$ cat config.mk
export PLATFORM = sky130hd
export DESIGN_NAME = alu_pipe_acc_flat
export DESIGN_NICKNAME = d
export VERILOG_FILES = /design/src/rtl/alu_pipe_acc_if.sv /design/src/rtl/alu_pipe_acc.sv /design/src/flat_wrapper.sv
export SDC_FILE = /design/constraint.sdc
export NUM_CORES = 1
export LEC_CHECK = 0
export CAP_MARGIN = 20
export CORE_MARGIN = 5
export CORE_UTILIZATION = 59
export DETAILED_ROUTE_END_ITERATION = 12
export GPL_TIMING_DRIVEN = 0
export PLACE_DENSITY = 0.86
export RECOVER_POWER = 50
export SLEW_MARGIN = 30
export SYNTH_ARGS = -nofsm -noshare
export SYNTH_HDL_FRONTEND = slang
export SYNTH_SLANG_ARGS = --single-unit
$ cat constraint.sdc
create_clock -name clk -period 9.4 [get_ports clk]
set_input_delay 1.41 -clock clk [delete_from_list [all_inputs] [get_ports clk]]
set_output_delay 1.41 -clock clk [all_outputs]
set_load 0.02 [all_outputs]
$ cat src/rtl/alu_pipe_acc_if.sv
// Operand/result stream bundle for alu_pipe_acc: producer side (X, Y, SEL, USE_ACC)
// and consumer side (OUT and flags), each with its own valid/ready pair.
interface alu_pipe_acc_if #(parameter int N = 4);
  // Handshake: a beat transfers on a rising edge where valid && ready. A sender
  // holds its payload stable while valid is high and ready is low; ready never
  // depends on valid in the same cycle.
  logic         in_valid;
  logic         in_ready;
  logic [N-1:0] X;
  logic [N-1:0] Y;
  logic [2:0]   SEL;
  logic         USE_ACC;
  logic         ACC_CLR;
  logic         out_valid;
  logic         out_ready;
  logic [N+1:0] OUT;
  logic         ZF;
  logic         NF;
  logic         VF;

  modport master (
    output in_valid, X, Y, SEL, USE_ACC, ACC_CLR, out_ready,
    input  in_ready, out_valid, OUT, ZF, NF, VF
  );

  modport slave (
    input  in_valid, X, Y, SEL, USE_ACC, ACC_CLR, out_ready,
    output in_ready, out_valid, OUT, ZF, NF, VF
  );
endinterface

$ cat src/rtl/alu_pipe_acc.sv
// Two-stage pipelined signed ALU (input register S1, result register S2) with an
// accumulator that can stand in for operand A, plus zero/negative/overflow flags.
module alu_pipe_acc #(
  parameter int N = 4
) (
  input  logic           clk,
  input  logic           rst_n,
  alu_pipe_acc_if.slave  bus,
  output logic [N+1:0]   dbg_acc
);
  localparam int W = N + 2;
  localparam logic signed [W-1:0] MAX_V = {3'b000, {(N-1){1'b1}}};
  localparam logic signed [W-1:0] MIN_V = {3'b111, {(N-1){1'b0}}};

  logic                s1_valid_q, s1_valid_d;
  logic [N-1:0]        x_q, x_d, y_q, y_d;
  logic [2:0]          sel_q, sel_d;
  logic                use_acc_q, use_acc_d;
  logic                s2_valid_q, s2_valid_d;
  logic signed [W-1:0] out_q, out_d;
  logic                zf_q, zf_d, nf_q, nf_d, vf_q, vf_d;
  logic signed [W-1:0] acc_q, acc_d;

  logic                s2_adv, s1_adv, in_ready;
  logic signed [W-1:0] sat_acc, a_w, y_w, sum_w, res;
  logic [N-1:0]        a_n, l_n;

  // Signed halving that truncates toward zero: bias negatives by +1 before the shift.
  function automatic logic signed [W-1:0] div2(input logic signed [W-1:0] v);
    logic signed [W-1:0] t;
    t = v + {{(W-1){1'b0}}, v[W-1]};
    return t >>> 1;
  endfunction

  always_comb begin
    sat_acc = acc_q;
    if (acc_q > MAX_V)      sat_acc = MAX_V;
    else if (acc_q < MIN_V) sat_acc = MIN_V;
    a_n   = use_acc_q ? sat_acc[N-1:0] : x_q;
    a_w   = {{2{a_n[N-1]}}, a_n};
    y_w   = {{2{y_q[N-1]}}, y_q};
    sum_w = a_w + y_w;
    l_n   = '0;
    res   = '0;
    case (sel_q)
      3'd0:    res = div2(sum_w);
      3'd1:    res = sum_w <<< 1;
      3'd2:    res = div2(a_w) + y_w;
      3'd3:    res = a_w - div2(y_w);
      3'd4:    l_n = ~(a_n & y_q);
      3'd5:    l_n = ~a_n;
      3'd6:    l_n = ~(a_n | y_q);
      default: l_n = a_n ^ y_q;
    endcase
    if (sel_q[2]) res = {{2{l_n[N-1]}}, l_n};
  end

  always_comb begin
    s2_adv   = !s2_valid_q || bus.out_ready;
    s1_adv   = s1_valid_q && s2_adv;
    in_ready = !s1_valid_q || s2_adv;

    s1_valid_d = s1_valid_q;
    x_d        = x_q;
    y_d        = y_q;
    sel_d      = sel_q;
    use_acc_d  = use_acc_q;
    if (bus.in_valid && in_ready) begin
      s1_valid_d = 1'b1;
      x_d        = bus.X;
      y_d        = bus.Y;
      sel_d      = bus.SEL;
      use_acc_d  = bus.USE_ACC;
    end else if (s1_adv) begin
      s1_valid_d = 1'b0;
    end

    s2_valid_d = s2_valid_q;
    out_d      = out_q;
    zf_d       = zf_q;
    nf_d       = nf_q;
    vf_d       = vf_q;
    if (s1_adv) begin
      s2_valid_d = 1'b1;
      out_d      = res;
      zf_d       = (res == '0);
      nf_d       = res[W-1];
      // Outside the N-bit signed range exactly when the top three bits disagree.
      vf_d       = !((&res[W-1:N-1]) || !(|res[W-1:N-1]));
    end else if (bus.out_ready) begin
      s2_valid_d = 1'b0;
    end

    acc_d = acc_q;
    if (bus.ACC_CLR)   acc_d = '0;
    else if (s1_adv)   acc_d = res;
  end

  always_ff @(posedge clk or negedge rst_n) begin
    if (!rst_n) begin
      s1_valid_q <= 1'b0;
      x_q        <= '0;
      y_q        <= '0;
      sel_q      <= '0;
      use_acc_q  <= 1'b0;
      s2_valid_q <= 1'b0;
      out_q      <= '0;
      zf_q       <= 1'b0;
      nf_q       <= 1'b0;
      vf_q       <= 1'b0;
      acc_q      <= '0;
    end else begin
      s1_valid_q <= s1_valid_d;
      x_q        <= x_d;
      y_q        <= y_d;
      sel_q      <= sel_d;
      use_acc_q  <= use_acc_d;
      s2_valid_q <= s2_valid_d;
      out_q      <= out_d;
      zf_q       <= zf_d;
      nf_q       <= nf_d;
      vf_q       <= vf_d;
      acc_q      <= acc_d;
    end
  end

  assign bus.in_ready  = in_ready;
  assign bus.out_valid = s2_valid_q;
  assign bus.OUT       = out_q;
  assign bus.ZF        = zf_q;
  assign bus.NF        = nf_q;
  assign bus.VF        = vf_q;
  assign dbg_acc       = acc_q;
endmodule

$ cat src/flat_wrapper.sv
// flat-port wrapper written by rule: the top's interface ports become plain ports
module alu_pipe_acc_flat 
#(
  parameter int N = 4
)
  (clk, rst_n, dbg_acc, bus_in_valid, bus_X, bus_Y, bus_SEL, bus_USE_ACC, bus_ACC_CLR, bus_out_ready, bus_in_ready, bus_out_valid, bus_OUT, bus_ZF, bus_NF, bus_VF);
  alu_pipe_acc_if #(.N(N)) bus_i ();
  input  logic clk;
  input  logic rst_n;
  output logic [N+1:0] dbg_acc;
  input wire logic [$bits(bus_i.in_valid)-1:0] bus_in_valid;
  input wire logic [$bits(bus_i.X)-1:0] bus_X;
  input wire logic [$bits(bus_i.Y)-1:0] bus_Y;
  input wire logic [$bits(bus_i.SEL)-1:0] bus_SEL;
  input wire logic [$bits(bus_i.USE_ACC)-1:0] bus_USE_ACC;
  input wire logic [$bits(bus_i.ACC_CLR)-1:0] bus_ACC_CLR;
  input wire logic [$bits(bus_i.out_ready)-1:0] bus_out_ready;
  output wire logic [$bits(bus_i.in_ready)-1:0] bus_in_ready;
  output wire logic [$bits(bus_i.out_valid)-1:0] bus_out_valid;
  output wire logic [$bits(bus_i.OUT)-1:0] bus_OUT;
  output wire logic [$bits(bus_i.ZF)-1:0] bus_ZF;
  output wire logic [$bits(bus_i.NF)-1:0] bus_NF;
  output wire logic [$bits(bus_i.VF)-1:0] bus_VF;
  assign bus_i.in_valid = bus_in_valid;
  assign bus_i.X = bus_X;
  assign bus_i.Y = bus_Y;
  assign bus_i.SEL = bus_SEL;
  assign bus_i.USE_ACC = bus_USE_ACC;
  assign bus_i.ACC_CLR = bus_ACC_CLR;
  assign bus_i.out_ready = bus_out_ready;
  assign bus_in_ready = bus_i.in_ready;
  assign bus_out_valid = bus_i.out_valid;
  assign bus_OUT = bus_i.OUT;
  assign bus_ZF = bus_i.ZF;
  assign bus_NF = bus_i.NF;
  assign bus_VF = bus_i.VF;
  alu_pipe_acc #(.N(N)) u_core (.clk(clk), .rst_n(rst_n), .bus(bus_i), .dbg_acc(dbg_acc));
endmodule
* After elaboration in Yosys (flattened, before gate mapping)
Index checks and enable logic that the tools add are counted.
Word-level totals: register bits 29, latch bits 0, memory bits (writable) 0, bits in read-only memories 0, input bits 17, output and inout bits 17, logic and storage cells 60, memories kept 0
Operators by class: $add $sub $neg 6, multiply operators 0, divide/modulo/power cells 0, order comparisons 2, equality and inequality tests 6, shift-type cells 0, multiplexer cells 12, bitwise logic cells 6, reductions and logical operators 17
Operators with widths (number):
- $pmux 6 s4 | 1
- $mux 6 | 3
- $pmux 4 s4 | 1
- $mux 4 | 3
- $not 4->4 | 3
- $add 4x2->5 | 2
- $add 4x4->5 | 2
- $eq 3x3->1 const B | 3
- $add 6x1->6 | 1
- $eq 3x2->1 const B | 2
- $gt 6x4->1 const B | 1
- $logic_not 6->1 | 1
- $lt 6x4->1 const B | 1
- $reduce_bool 2->1 | 3
- $sub 4x4->5 | 1
- $and 4x4->4 | 1
- $logic_not 1->1 | 4
- $mux 1 | 4
- $or 4x4->4 | 1
- $reduce_or 4->1 | 1
- $xor 4x4->4 | 1
- $eq 3x1->1 const B | 1
- $logic_not 3->1 | 1
- $logic_or 1x1->1 | 3
- other kinds (3) | 4

* Longest topological paths before layout
word-level depth 12, mapped depth 16

* Least setup slack after synthesis
OpenSTA, ideal clock, no wires.
path type flip-flop to flip-flop, start point register u_core.acc_q[5], in the netlist u_core.dbg_acc[5], end point register u_core.vf_q, in the netlist u_core.bus.VF, setup time 0.131 ns, data arrival time 3.410 ns, required time 9.269 ns, setup slack 5.859 ns, cell stages (with the launch flop) 16, buffers on the path 0, period minus slack after synthesis 3.541 ns, cell sequence dfrtp_1 o21bai_1 a22oi_1 nand2b_1 o21a_1 ha_1 fa_1 a211oi_1 mux2_4 and2_1 ha_1 nand2_1 o311a_1 a211oi_1 and2_1 o221ai_2
Between the ends: cells in the longest elaborated chain, start to end 12, elaborated cells between the ends (all ways) 24
Ends and longest elaborated chain:
- from (decl) | RTL line alu_pipe_acc.sv:22 | logic signed [W-1:0] acc_q, acc_d;
- from (signal assigned) | RTL line alu_pipe_acc.sv:111 | acc_q <= '0;
- from (signal assigned) | RTL line alu_pipe_acc.sv:123 | acc_q <= acc_d;
- $lt 6x4->1 | RTL line alu_pipe_acc.sv:38 | else if (acc_q < MIN_V) sat_acc = MIN_V;
- $mux 4 | RTL line alu_pipe_acc.sv:38
- $mux 4 (*) | RTL line alu_pipe_acc.sv:37 | if (acc_q > MAX_V) sat_acc = MAX_V;
- $mux 4 (*) | RTL line alu_pipe_acc.sv:39 | a_n = use_acc_q ? sat_acc[N-1:0] : x_q;
- $add 4x4->5 (tied with other cells) | RTL line alu_pipe_acc.sv:42 | sum_w = a_w + y_w;
- $add 6x1->6 (tied with other cells) | RTL line alu_pipe_acc.sv:31 | t = v + {{(W-1){1'b0}}, v[W-1]};
- $pmux 6 s4 or $pmux 4 s4 (tied branches) | RTL line alu_pipe_acc.sv:45 | case (sel_q)
- $mux 6 (*) | RTL line alu_pipe_acc.sv:55 | if (sel_q[2]) res = {{2{l_n[N-1]}}, l_n};
- $reduce_or 3->1 | RTL line alu_pipe_acc.sv:89 | vf_d = !((&res[W-1:N-1]) || !(|res[W-1:N-1]));
- $logic_not 1->1 | RTL line alu_pipe_acc.sv:89
- $logic_or 1x1->1 (*) | RTL line alu_pipe_acc.sv:89
- $logic_not 1->1 (*) | RTL line alu_pipe_acc.sv:89
- to (signal assigned) | RTL line alu_pipe_acc.sv:122 | vf_q <= vf_d;
- to (decl) | RTL line alu_pipe_acc.sv:21 | logic zf_q, zf_d, nf_q, nf_d, vf_q, vf_d;
Mark *: on every way between the ends. The rest lies on a longest branch, timed or not. A chain may end at the register's enable or synchronous reset.

* Final worst setup path
start point input bus_out_ready, end point output bus_in_ready
Between the ends: cells in the longest elaborated chain, start to end 2
Ends and longest elaborated chain:
- from (decl) | RTL line flat_wrapper.sv:17 | input wire logic [$bits(bus_i.out_ready)-1:0] bus_out_ready;
- $logic_or 1x1->1 | RTL line alu_pipe_acc.sv:59 | s2_adv = !s2_valid_q || bus.out_ready;
- $logic_or 1x1->1 | RTL line alu_pipe_acc.sv:61 | in_ready = !s1_valid_q || s2_adv;
- to (decl) | RTL line flat_wrapper.sv:18 | output wire logic [$bits(bus_i.in_ready)-1:0] bus_in_ready;
Every way passes these cells.

==> impl_metrics.py <==
metrics = {
    "placed_design": {
        "port_buffers": 33,
        "place_ws_ps": 5350,
        "gp_congestion": 0.926,
        "dpl.hpwl_um": 4080,
    },
    "clock_tree": {
        "hold_buffers": 0,
        "cts_max_path_buffers": 2,
        "cts_buffers": 3,
        "clk_pin_slew_worst_paths_ps": 80,
        "cts_resized": 0,
        "numClockSinks": 28,
        "cts_tree": "yes",
        "insertion_delay_ps": 270,
        "htreeDepth": 1,
        "clockRootBuffer": "clkbuf_8",
        "post_cts_buffers": 0,
    },
    "global_route": {
        "grt_first_pass_wirelength_um": 8910,
        "grt_antenna_before_repair": 0,
        "track_usage_pct": 21.6,
        "grt_overflow": 0,
        "grt_max_degree": 29,
        "first_global_vias": 1917,
    },
    "detailed_routing": {
        "drtPass1Iterations": 5,
        "ant_nets": 0,
        "route.detailed.drc": 0,
        "vias_per_cell": 6.06,
        "num_vias": 1977,
        "wl_per_cell_um": 15.9,
        "wl_met3_um": 305,
        "wl_met2_um": 2390,
        "dr.max_layer_used": "met4",
        "wl_met1_um": 2410,
        "drt_iter0_drc": 135,
        "drt_wl_total_um": 5190,
    },
    "timing": {
        "skew_ps": 4.74,
        "worstMarginPinSlew_ps": 1440,
        "rsz0062_at_grt": "no",
        "fmax_mhz": 242,
        "finalCritPeriodShare_pct": 43.9,
        "finalSetupViolCount": 0,
        "holdWs_ps": 487,
        "min_period_ps": 4120,
        "hold_viol_final": 0,
        "tns_ps": 0,
        "relSlewSlack_pct": 4.32,
        "slew_viol_final": 0,
        "worst_slack_ps": 5280,
    },
    "critical_path": {
        "path_cells": "dlygate4sd3_1, nand3b_1, clkdlybuf4s50_1",
        "cp.required_ps": 7990,
        "start_kind": "input pin",
        "crit_family": "buffers and inverters",
        "critPathMaxStageDelay_ps": 560,
        "critPathArrivalTime_ps": 2710,
        "crit_path_max_fanout": 3,
        "cp.buffers_inverters": 2,
        "crit_type": "in -> out",
        "setup.worst_path.end_class": "primary output",
        "slowest_stage": "clkdlybuf4s50_1",
    },
    "floorplanning": {
        "core_area_sq_mm": 0.00366,
        "die_area_sq_mm": 0.00508,
        "die_x_um": 71.3,
        "ioPinCount": 34,
        "rows": 22,
        "start_util_pct": 60.5,
        "die_height_um": 71.3,
    },
    "hold_path": {
        "hold_class": "reg -> reg",
    },
    "final_layout": {
        "multi_input_area_sq_mm": 0.00139,
        "synthToLayoutAreaGrowth_pct": 19.2,
        "antenna_cells": 0,
        "final_core_util_pct": 72.1,
        "seqCellArea_sq_um": 701,
        "fill_cells": 285,
        "layout-drive-gt1-share_pct": 10.8,
        "fin_nets": 319,
    },
    "power_and_ir_drop": {
        "p_sw_share_pct": 42.9,
        "cellPowerDensity_mw_per_mm2": 224,
        "peakVddDrop_mv": 0.154,
        "pwr-share-clk_pct": 10.4,
        "seqPwrFrac_pct": 28.2,
        "combPwrFrac_pct": 61.5,
        "p_int_mw": 0.338,
        "power.total_mw": 0.592,
        "p_leak_nw": 1.15,
        "p_switching_mw": 0.254,
    },
    "synthesis": {
        "yosys.cell_count.top_type": "dfrtp_1",
        "synth_compound_area_share_pct": 19.1,
        "ys_warn_count": 0,
        "synth_nets": 281,
        "async_flop_share_pct": 100,
        "synth_top_area_share_pct": 31.6,
        "synth-edff-count": 0,
        "synthAdderAreaFrac_pct": 13.4,
        "ys_seq_area_share_pct": 31.6,
        "synthMuxAreaShare_pct": 9.66,
        "yosys.area_share.simple_pct": 17.6,
        "synthTopCellsByArea": "dfrtp_1, ha_1, mux2_2",
        "yosysTopAreaCell": "dfrtp_1",
        "synthXorXnorAreaFrac_pct": 3.11,
        "synth_commonest_cells": "dfrtp_1, nor2_1, ha_1",
        "avgSynthCellArea_sq_um": 9.16,
        "synth-seq-cells": 28,
        "synth_top_family_by_area": "compound AO/OA/AOI/OAI gates",
        "ys_types": 52,
        "synth_area_sq_mm": 0.00222,
        "ys.flop_type": "dfrtp_1",
        "synth_cells": 242,
    },
    "job": {
        "drv_cap": 0,
    },
    "status": {
        "status": "finished clean",
    },
}
## cell usage in the layout (no fill, tap or decap), types with 5 or more instances in the layout
| cell | synthesis | layout |
|---|---|---|
| buf_2 | 5 | 5 |
| nor2_1 | 21 | 21 |
| nand2_1 | 16 | 16 |
| nand2b_1 | 8 | 8 |
| a21oi_1 | 17 | 17 |
| ha_1 | 19 | 19 |
| clkdlybuf4s50_1 | 0 | 27 |
| a211oi_1 | 5 | 5 |
| and2_1 | 6 | 6 |
| nand3_1 | 5 | 5 |
| dfrtp_1 | 28 | 28 |
| mux2_2 | 14 | 14 |
| dlygate4sd3_1 | 0 | 5 |
| clkbuf_1 | 6 | 7 |
| nor3_1 | 6 | 6 |
| inv_1 | 18 | 18 |
## metal layers
layer | global-route usage, % | vias to the layer above
met3 | 4.63 | 16
met4 | 4.38 | 0
met1 | 29.2 | 946
met2 | 35.8 | 78
li1 | - | 937
met5 | 0 | -
## metrics by stage
stage | cells | area (sq um)
final | 326 | 2640
after global routing | 326 | 2640
after CTS | 326 | 2640
after detailed placement | 323 | 2600
after global placement | 323 | 2610
after floorplan | 242 | 2220
## power groups by stage
stage / logic, mW / registers, mW / clock network [mW]
5_1_grt: 0.402 / 0.171 / 0.0683
3_3_place_gp: 0.353 / 0.168 / 0
4_1_cts: 0.364 / 0.167 / 0.0634
2_1_floorplan: 0.233 / 0.187 / 0
6_report: 0.364 / 0.167 / 0.0614
3_5_place_dp: 0.361 / 0.169 / 0
## layout make-up
class | instances | share of cell area [%]
repair buffers | 33 | 12.3
clock buffers | 3 | 1.56
flip-flops and latches | 28 | 26.5
plain buffers | 12 | 2.08
multi-input cells | 184 | 52.7
well taps | 48 | 2.27
inverters | 18 | 2.56
## sequential cells by signal, summed over array words and instances (netlist names), 3 cells and up
register and cells:
u_core.y_q 4, u_core.x_q 4, u_core.dbg_acc 6, u_core.bus.OUT 5, u_core.sel_q 3
## cell families (layout without fill, tap and decap cells)
kind of cell	count (synthesis)	in the layout
buf+inv	30	66
mux	19	19
simple gates	77	77
xor+xnor	7	7
fa+ha+maj	22	22
flops	28	28
compound gates	59	59
## path summary, 6_finish.rpt
path	startpoint	to	slack, ps	depth (start not counted)
min reg2reg	u_core.bus.OUT[0]$_DFFE_PN0P_	u_core.bus.OUT[0]$_DFFE_PN0P_	490	2
max in group asynchronous	rst_n	u_core.dbg_acc[0]$_DFFE_PN0P_	7100	1
min	u_core.bus.OUT[0]$_DFFE_PN0P_	u_core.bus.OUT[0]$_DFFE_PN0P_	490	2
max reg2reg	u_core.dbg_acc[5]$_DFFE_PN0P_	u_core.bus.ZF$_DFFE_PN0P_	5360	16
min in group asynchronous	rst_n	u_core.use_acc_q$_DFFE_PN0P_	1460	1
max	bus_out_ready	bus_in_ready	5280	3
## worst min-delay path: stages (launching register included)
cell and delay [ps]:
dfrtp_1 350, nand2_1 50, nand2_1 60
(Power assumes the default switching activity.)
